`src/rtl/pwm_pkg.sv`:
```
// pwm_pkg -- shared types and constants for the PWM core.
//   pwm_state_e     : run-control FSM states (IDLE, RUN, STOP)
//   default_period  : all-ones period loaded on reset for a RES-bit counter
package pwm_pkg;

  typedef enum logic [1:0] {
    ST_IDLE = 2'd0,
    ST_RUN  = 2'd1,
    ST_STOP = 2'd2
  } pwm_state_e;

  // Largest period a res-bit counter can express (2**res - 1); res <= 32.
  function automatic logic [31:0] default_period(input int unsigned res);
    return 32'((64'd1 << res) - 64'd1);
  endfunction

endpackage

```
`src/rtl/pwm_shadow_reg.sv`:
```
// pwm_shadow_reg -- period/duty load handshake with a one-deep shadow.
// Ports:
//   clk, reset        : clock, asynchronous active-high reset
//   load_valid_i      : source offers period_i/duty_i
//   period_i, duty_i  : offered pair (period minus one, high time in ticks)
//   idle_i            : core is IDLE, so the pair may go straight to active
//   wrap_i            : core is wrapping this clock; pending pair goes live
//   load_ready_o      : no shadow pair pending, a new pair can be accepted
//   period_act_o      : active period used by the counter
//   duty_act_o        : active duty used by the comparator
module pwm_shadow_reg
  import pwm_pkg::*;
#(
  parameter int unsigned RES = 8
) (
  input  logic           clk,
  input  logic           reset,
  input  logic           load_valid_i,
  input  logic [RES-1:0] period_i,
  input  logic [RES:0]   duty_i,
  input  logic           idle_i,
  input  logic           wrap_i,
  output logic           load_ready_o,
  output logic [RES-1:0] period_act_o,
  output logic [RES:0]   duty_act_o
);

  localparam logic [RES-1:0] PERIOD_RST = RES'(default_period(RES));

  logic           pending_q, pending_d;
  logic [RES-1:0] period_act_q, period_act_d, period_sh_q;
  logic [RES:0]   duty_act_q, duty_act_d, duty_sh_q;
  logic           xfer;

  // A transfer needs an empty shadow; offers while pending are ignored.
  assign xfer = load_valid_i & ~pending_q;

  always_comb begin
    pending_d    = pending_q;
    period_act_d = period_act_q;
    duty_act_d   = duty_act_q;
    // The wrap consumes the pair already waiting before any new capture.
    if (wrap_i && pending_q) begin
      period_act_d = period_sh_q;
      duty_act_d   = duty_sh_q;
      pending_d    = 1'b0;
    end
    if (xfer) begin
      if (idle_i) begin
        period_act_d = period_i;
        duty_act_d   = duty_i;
      end else begin
        pending_d = 1'b1;
      end
    end
  end

  always_ff @(posedge clk or posedge reset) begin
    if (reset) begin
      pending_q    <= 1'b0;
      period_act_q <= PERIOD_RST;
      duty_act_q   <= '0;
    end else begin
      pending_q    <= pending_d;
      period_act_q <= period_act_d;
      duty_act_q   <= duty_act_d;
    end
  end

  // Shadow contents are only meaningful while pending_q is set.
  always_ff @(posedge clk) begin
    if (xfer && !idle_i) begin
      period_sh_q <= period_i;
      duty_sh_q   <= duty_i;
    end
  end

  assign load_ready_o = ~pending_q;
  assign period_act_o = period_act_q;
  assign duty_act_o   = duty_act_q;

endmodule

```
`src/rtl/pwm_core.sv`:
```
// pwm_core -- tick-stepped PWM generator with shadowed period/duty loads.
// Ports:
//   clk, reset   : clock (rising edge), asynchronous active-high reset
//   tick         : one-clk step strobe from the upstream prescaler
//   enable       : run request
//   period_in    : requested period minus one, in ticks
//   duty_in      : requested high time, in ticks
//   load_valid   : new period/duty pair offered
//   load_ready   : pair can be accepted
//   pwm_out      : registered PWM waveform (inverted when POLARITY=1)
//   period_done  : one-clk pulse the clock after each wrap
//   busy         : FSM is not IDLE
module pwm_core
  import pwm_pkg::*;
#(
  parameter int unsigned RES      = 8,
  parameter int unsigned POLARITY = 0
) (
  input  logic           clk,
  input  logic           reset,
  input  logic           tick,
  input  logic           enable,
  input  logic [RES-1:0] period_in,
  input  logic [RES:0]   duty_in,
  input  logic           load_valid,
  output logic           load_ready,
  output logic           pwm_out,
  output logic           period_done,
  output logic           busy
);

  localparam logic INACT = (POLARITY != 0);

  pwm_state_e     state_q, state_d;
  logic [RES-1:0] cnt_q, cnt_d;
  logic           pwm_q, pwm_d;
  logic           done_q;
  logic           busy_q;
  logic           wrap;
  logic           idle;
  logic [RES-1:0] period_act;
  logic [RES:0]   duty_act;

  assign idle = (state_q == ST_IDLE);
  assign wrap = !idle && tick && (cnt_q == period_act);

  pwm_shadow_reg #(
    .RES (RES)
  ) u_shadow (
    .clk          (clk),
    .reset        (reset),
    .load_valid_i (load_valid),
    .period_i     (period_in),
    .duty_i       (duty_in),
    .idle_i       (idle),
    .wrap_i       (wrap),
    .load_ready_o (load_ready),
    .period_act_o (period_act),
    .duty_act_o   (duty_act)
  );

  always_comb begin
    state_d = state_q;
    unique case (state_q)
      ST_IDLE: if (enable) state_d = ST_RUN;
      ST_RUN:  if (!enable) state_d = ST_STOP;
      // Re-enable wins over a coinciding wrap: the waveform keeps running.
      ST_STOP: begin
        if (enable)    state_d = ST_RUN;
        else if (wrap) state_d = ST_IDLE;
      end
      default: state_d = ST_IDLE;
    endcase

    cnt_d = cnt_q;
    if (idle)      cnt_d = '0;
    else if (wrap) cnt_d = '0;
    else if (tick) cnt_d = cnt_q + RES'(1);

    // Compare uses the current count, so pwm_out lags cnt by one clk.
    // duty is one bit wider so duty > period gives a constant active level.
    pwm_d = !idle && ({1'b0, cnt_q} < duty_act);
  end

  always_ff @(posedge clk or posedge reset) begin
    if (reset) begin
      state_q <= ST_IDLE;
      cnt_q   <= '0;
      pwm_q   <= INACT;
      done_q  <= 1'b0;
      busy_q  <= 1'b0;
    end else begin
      state_q <= state_d;
      cnt_q   <= cnt_d;
      pwm_q   <= pwm_d ^ INACT;
      done_q  <= wrap;
      busy_q  <= (state_d != ST_IDLE);
    end
  end

  assign pwm_out     = pwm_q;
  assign period_done = done_q;
  assign busy        = busy_q;

endmodule

```
`config.mk`:
```
export PLATFORM = sky130hd
export DESIGN_NAME = pwm_core
export DESIGN_NICKNAME = d
export VERILOG_FILES = /design/src/rtl/pwm_pkg.sv /design/src/rtl/pwm_shadow_reg.sv /design/src/rtl/pwm_core.sv
export SDC_FILE = /design/constraint.sdc
export NUM_CORES = 1
export LEC_CHECK = 0
export ABC_AREA = 1
export ABC_CLOCK_PERIOD_IN_PS = 1650
export CAP_MARGIN = 0
export CORE_UTILIZATION = 50
export DETAILED_ROUTE_END_ITERATION = 16
export GPL_ROUTABILITY_DRIVEN = 0
export PLACE_DENSITY = 0.75
export RECOVER_POWER = 25
export SYNTH_ARGS = -nofsm -noshare
export SYNTH_HDL_FRONTEND = slang
export SYNTH_SLANG_ARGS = --single-unit
```
`constraint.sdc`:
```
create_clock -name clk -period 1.65 [get_ports clk]
set_input_delay 0.33 -clock clk [delete_from_list [all_inputs] [get_ports clk]]
set_output_delay 0.33 -clock clk [all_outputs]
set_load 0.01 [all_outputs]
```
---- Word level (Yosys, flattened, before mapping) ----
Cells that the tools add are included.
operators by class
  $add $sub $neg .......................... 1
  order comparisons ....................... 1
  eq/ne operators ......................... 3
  mux-type cells .......................... 17
  bitwise operators ....................... 2
  reductions and logical operators ........ 9
operator list
  cell                                                 number
  two-way mux 8 bit                                    6
  two-way mux 9 bit                                    3
  less-than comparator 8 x 9 -> 1 bit                  1
  adder 8 x 1 -> 8 bit, second input constant          1
  equality test 8 bit                                  1
  two-way mux 2 bit                                    4
  case mux 2 bit (3 select lines)                      1
  logical AND 1 bit                                    5
  two-way mux 1 bit                                    3
  nonzero test 3 bit                                   1
  equality test 2 x 1 -> 1 bit, second input constant  1
  equality test 2 bit, second input constant           1
  logical NOT 2 bit                                    1
  nonzero test 2 bit                                   1
  AND 1 bit                                            1
  logical NOT 1 bit                                    1
  inverter 1 bit                                       1
word-level totals
  register bits after elaboration ......... 48
  input port bits ......................... 22
  output and inout bits ................... 4
  logic and storage cells ................. 43

---- Longest topological paths before layout ----
  depth in word-level cells ............... 8
  gate-level depth with buffers ........... 11
  gate-level depth less buffers ........... 10

---- Modules after synthesis ----
Synthesis repeated with hierarchy kept, for this count alone.
second synthesis, totals
  cells, all modules ...................... 310
  area total of the unflattened synthesis .. 2566.2 um^2
modules (own cells, without submodules)
  module          instances  cells each  area an instance (um^2)  sequential area each (um^2)
  pwm_shadow_reg  1          153         1491.4                   970.9
  pwm_core        1          157         1074.8                   325.3

---- Least setup slack after synthesis ----
OpenSTA, ideal clock, no wires.
  path kind ............................... register to register
  from .................................... register u_shadow.pending_q
  to ...................................... register u_shadow.duty_sh_q[0], enable pin
  library setup time ...................... 390 ps
  data arrival time ....................... 1300 ps
  data required time ...................... 1260 ps
  setup slack ............................. -41 ps
  stages on the path, launching flop included .. 4
  buffers on the path ..................... 0
  clock period less this slack ............ 1691 ps
  path through ............................ dfrtp_1 -> inv_2 -> nand2_1 -> nor2_1
on the way
  cells in the longest elaborated chain, start to end .. 3
ends and longest elaborated chain
  item                    line                  source
  from (decl)             pwm_shadow_reg.sv:30  logic pending_q, pending_d;
  from (signal assigned)  pwm_shadow_reg.sv:64  pending_q <= pending_d;
  inverter 1 bit          --
  named net load_ready    pwm_core.sv:26        output logic load_ready,
  AND 1 bit               pwm_shadow_reg.sv:36  assign xfer = load_valid_i & ~pending_q;
  logical AND 1 bit       pwm_shadow_reg.sv:72  if (xfer && !idle_i) begin
  to (signal assigned)    pwm_shadow_reg.sv:74  duty_sh_q <= duty_i;
  to (decl)               pwm_shadow_reg.sv:32  logic [RES:0] duty_act_q, duty_act_d, duty_sh_q;
The timed path passes the listed nets, and every way through them passes these cells.
A chain may end at the register's enable or synchronous reset.

---- Worst setup path in the final report ----
  from .................................... register u_shadow.pending_q
  to ...................................... output load_ready
on the way
  cells in the longest elaborated chain, start to end .. 1
ends and longest elaborated chain
  item            line                  source
  inverter 1 bit  pwm_shadow_reg.sv:78  assign load_ready_o = ~pending_q;
  to (decl)       pwm_core.sv:26
No other way between the ends.

==> qor.txt <==
Synth top area cells = dfrtp_1 (23%), edfxtp_1 (21%), nand2_1 (13%), dfstp_2 (8.5%), inv_1 (6.7%)
Drt first pass iters = 4
Total die area = 5230 µm²
Max Cap Viol = 0
Endpoint class of the critical path = output pin
Sequential share of the synthesized area = 52.5%
Total clock sinks = 48
Max Slew Vio Count = 0
Worst endpoint required time = 1.32 ns
Worst-Margin Slew = 0.762 ns
Maximum fanout along the worst path = 2
Setup violations, final = 0
Root Buffer = clkbuf_8
Worst path bufs/invs = 2
Vias/cell = 5.11
Setup WS pre-CTS = -0.189 ns
Area of the core = 4750 µm²
Multi-input gate area = 970 µm²
LEAKAGE = 0.00141 µW
Crit path max-delay cell type = clkdlybuf4s50_1
Outcome = finished clean
Hpwl dp = 3.73 mm
Critical Path Start Type = flop
Finished Core Util = 62.9%
Hold Crit Class = reg -> reg
Fmax = 629 MHz
Post-synth top area cell = dfrtp_1
Fillcell total = 430
Share of Yosys cell area claimed by the top area cell type = 23.3%
Postcts setup bufs = 0
Post-Syn Instances = 284
Slowest Stage Delay on Critical Path = 0.52 ns
Yosys reg bits = 48
Initial antenna violation count = 0
Grt ovf = 0
P per Cell Area = 1230 nW/µm²
Clock buffer depth = 2
Row Count = 25
Warnings from Yosys = 0
Register Area = 1300 µm²
Mapped Area = 2470 µm²
WL/cell = 12.9 µm
Vias in the first global route = 1921
Worst hold slack = 0.571 ns
Synthesized net count = 314
Die Wd = 72.3 µm
DRC Markers = 0
Placed insts = 381
CP Cell Sequence = inv_2 > clkdlybuf4s50_1
CP Class = reg -> out
Final hold violations = 0
Starting Density = 52.0%
CTS tree = built
Clk Latency, worst-skew pair = 0.30 ns
Critical Path AT = 1.26 ns
Antenna Nets Post-Route = 0
Peak VDD IR = 0.682 mV
H-Tree Depth = 2
Largest net degree at the start of global routing = 32
Min Tclk post-route = 1.59 ns
Worst Skew = 0.00925 ns
Non-Filler Instances = 389
CTS clk-pin slew, worst paths = 0.08 ns
First-pass GRT wire length = 8.63 mm
RSZ-0062 raised after global routing = yes
Starting DRT DRC Count = 161
WL final = 5.00 mm
Most frequent cells in the layout = nand2_1 (81), inv_1 (44), nand3_1 (22), dfrtp_1 (21)
Leading cell type in the layout, fill and taps excluded = nand2_1
Synth Area per Inst = 8.70 µm²
Area growth, synth to finish = 21.1%
Ratio of cells with drive above 1 in the final layout = 14.3%
Nets = 351
Cell variety after synth = 28
IO buf count = 25
Power, Total = 3680 µW
CP delay by family, top = buffers and inverters
Total GRT Usage = 21.8%
# IOs = 26
Final Cycle Share = 96.4%
Final worst slack = 0.0597 ns
TritonCTS buffer count = 5
Die Span Y = 72.3 µm
Via count = 1989
Inserted Diodes = 0
Slew margin rel. = 49.2%
-- metrics by stage --
| step | cell area, µm² | setup TNS [ns] |
|---|---|---|
| after CTS | 2980 | 0 |
| after floorplan | 2470 | 0 |
| after detailed placement | 2890 | -3.29 |
| after global routing | 2990 | -0.0454 |
| final | 2990 | 0 |
| after global placement | 2890 | -1.88 |
-- state kept, by name (all words and copies together) (netlist names) --
| signal | cells |
|---|---|
| u_shadow.period_act_o | 8 |
| pwm_out | 1 |
| u_shadow.period_sh_q | 8 |
| period_done | 1 |
| busy | 1 |
| u_shadow.pending_q | 1 |
| u_shadow.duty_act_o | 9 |
| state_q | 2 |
| cnt_q | 8 |
| u_shadow.duty_sh_q | 9 |
-- layer usage --
| layer | global-route usage, % | share of wire, % |
|---|---|---|
| met3 | 4.31 | 3.7 |
| met4 | 8.71 | 2.0 |
| met2 | 35.5 | 48 |
| met1 | 28.8 | 46 |
| met5 | 0 | 0 |
-- final cells by class --
cell class,instances,share of cell area [%]
clock buffers,6,2.76
clock inverters,2,0.335
inverters,49,6.15
multi-input cells,180,32.4
flip-flops and latches,48,43.4
well taps,67,2.80
repair buffers,37,12.1
-- cell usage after synthesis, drive strengths merged --
master	instances
dfrtp	23
buf	3
nand2	83
inv	49
xnor2	5
o22ai	5
nor3	4
xor2	5
edfxtp	17
dfstp	8
o21ai	7
o2111ai	1
nor4	1
nand3	24
o211ai	1
a21oi	3
nor2	14
clkbuf	4
and2	1
ha	8
nand4	18
-- kinds of logic (layout without fill, tap and decap cells) --
logic type | Yosys count | in the layout | synth area share (%)
and+or+nand+nor | 145 | 145 | 27.1
buffers and inverters | 56 | 94 | 8.91
adders and majority gates | 8 | 8 | 4.05
DFF | 48 | 48 | 52.5
AOI/OAI and AO/OA | 17 | 17 | 3.95
xor gates and xnor gates | 10 | 10 | 3.54
-- power breakdown --
| group | total [µW] | leakage [µW] | switching, µW | internal [µW] |
|---|---|---|---|---|
| Combinational | 1260 | 0.000840 | 772 | 487 |
| Clock | 715 | 0.0000510 | 380 | 335 |
| Sequential | 1710 | 0.000523 | 139 | 1570 |
| Total | 3680 | 0.00141 | 1290 | 2390 |
-- tightest hold or removal path, stage by stage, from the launching register on --
cell and delay, ns:
dfstp_2 0.39, inv_1 0.05, nand2_1 0.04, nand3_1 0.05, nand2_1 0.04
-- final timing paths --
kind,startpoint,end,slack (ns),cells past startpoint
min,u_shadow.period_act_o[1],u_shadow.period_act_o[1],0.57,4
min in group asynchronous,reset,cnt_q[6],0.67,3
min reg2reg,u_shadow.period_act_o[1],u_shadow.period_act_o[1],0.57,4
max in group asynchronous,reset,cnt_q[3],0.44,3
max reg2reg,u_shadow.period_act_o[6],u_shadow.duty_act_o[8],0.08,7
max,u_shadow.pending_q,load_ready,0.06,2
-- what timing repair did --
item	in CTS	in global routing
setup endpoints to repair	0	19
hold buffers	0	0
gates resized for setup	0	5
Power figures use the tool's default switching activity.
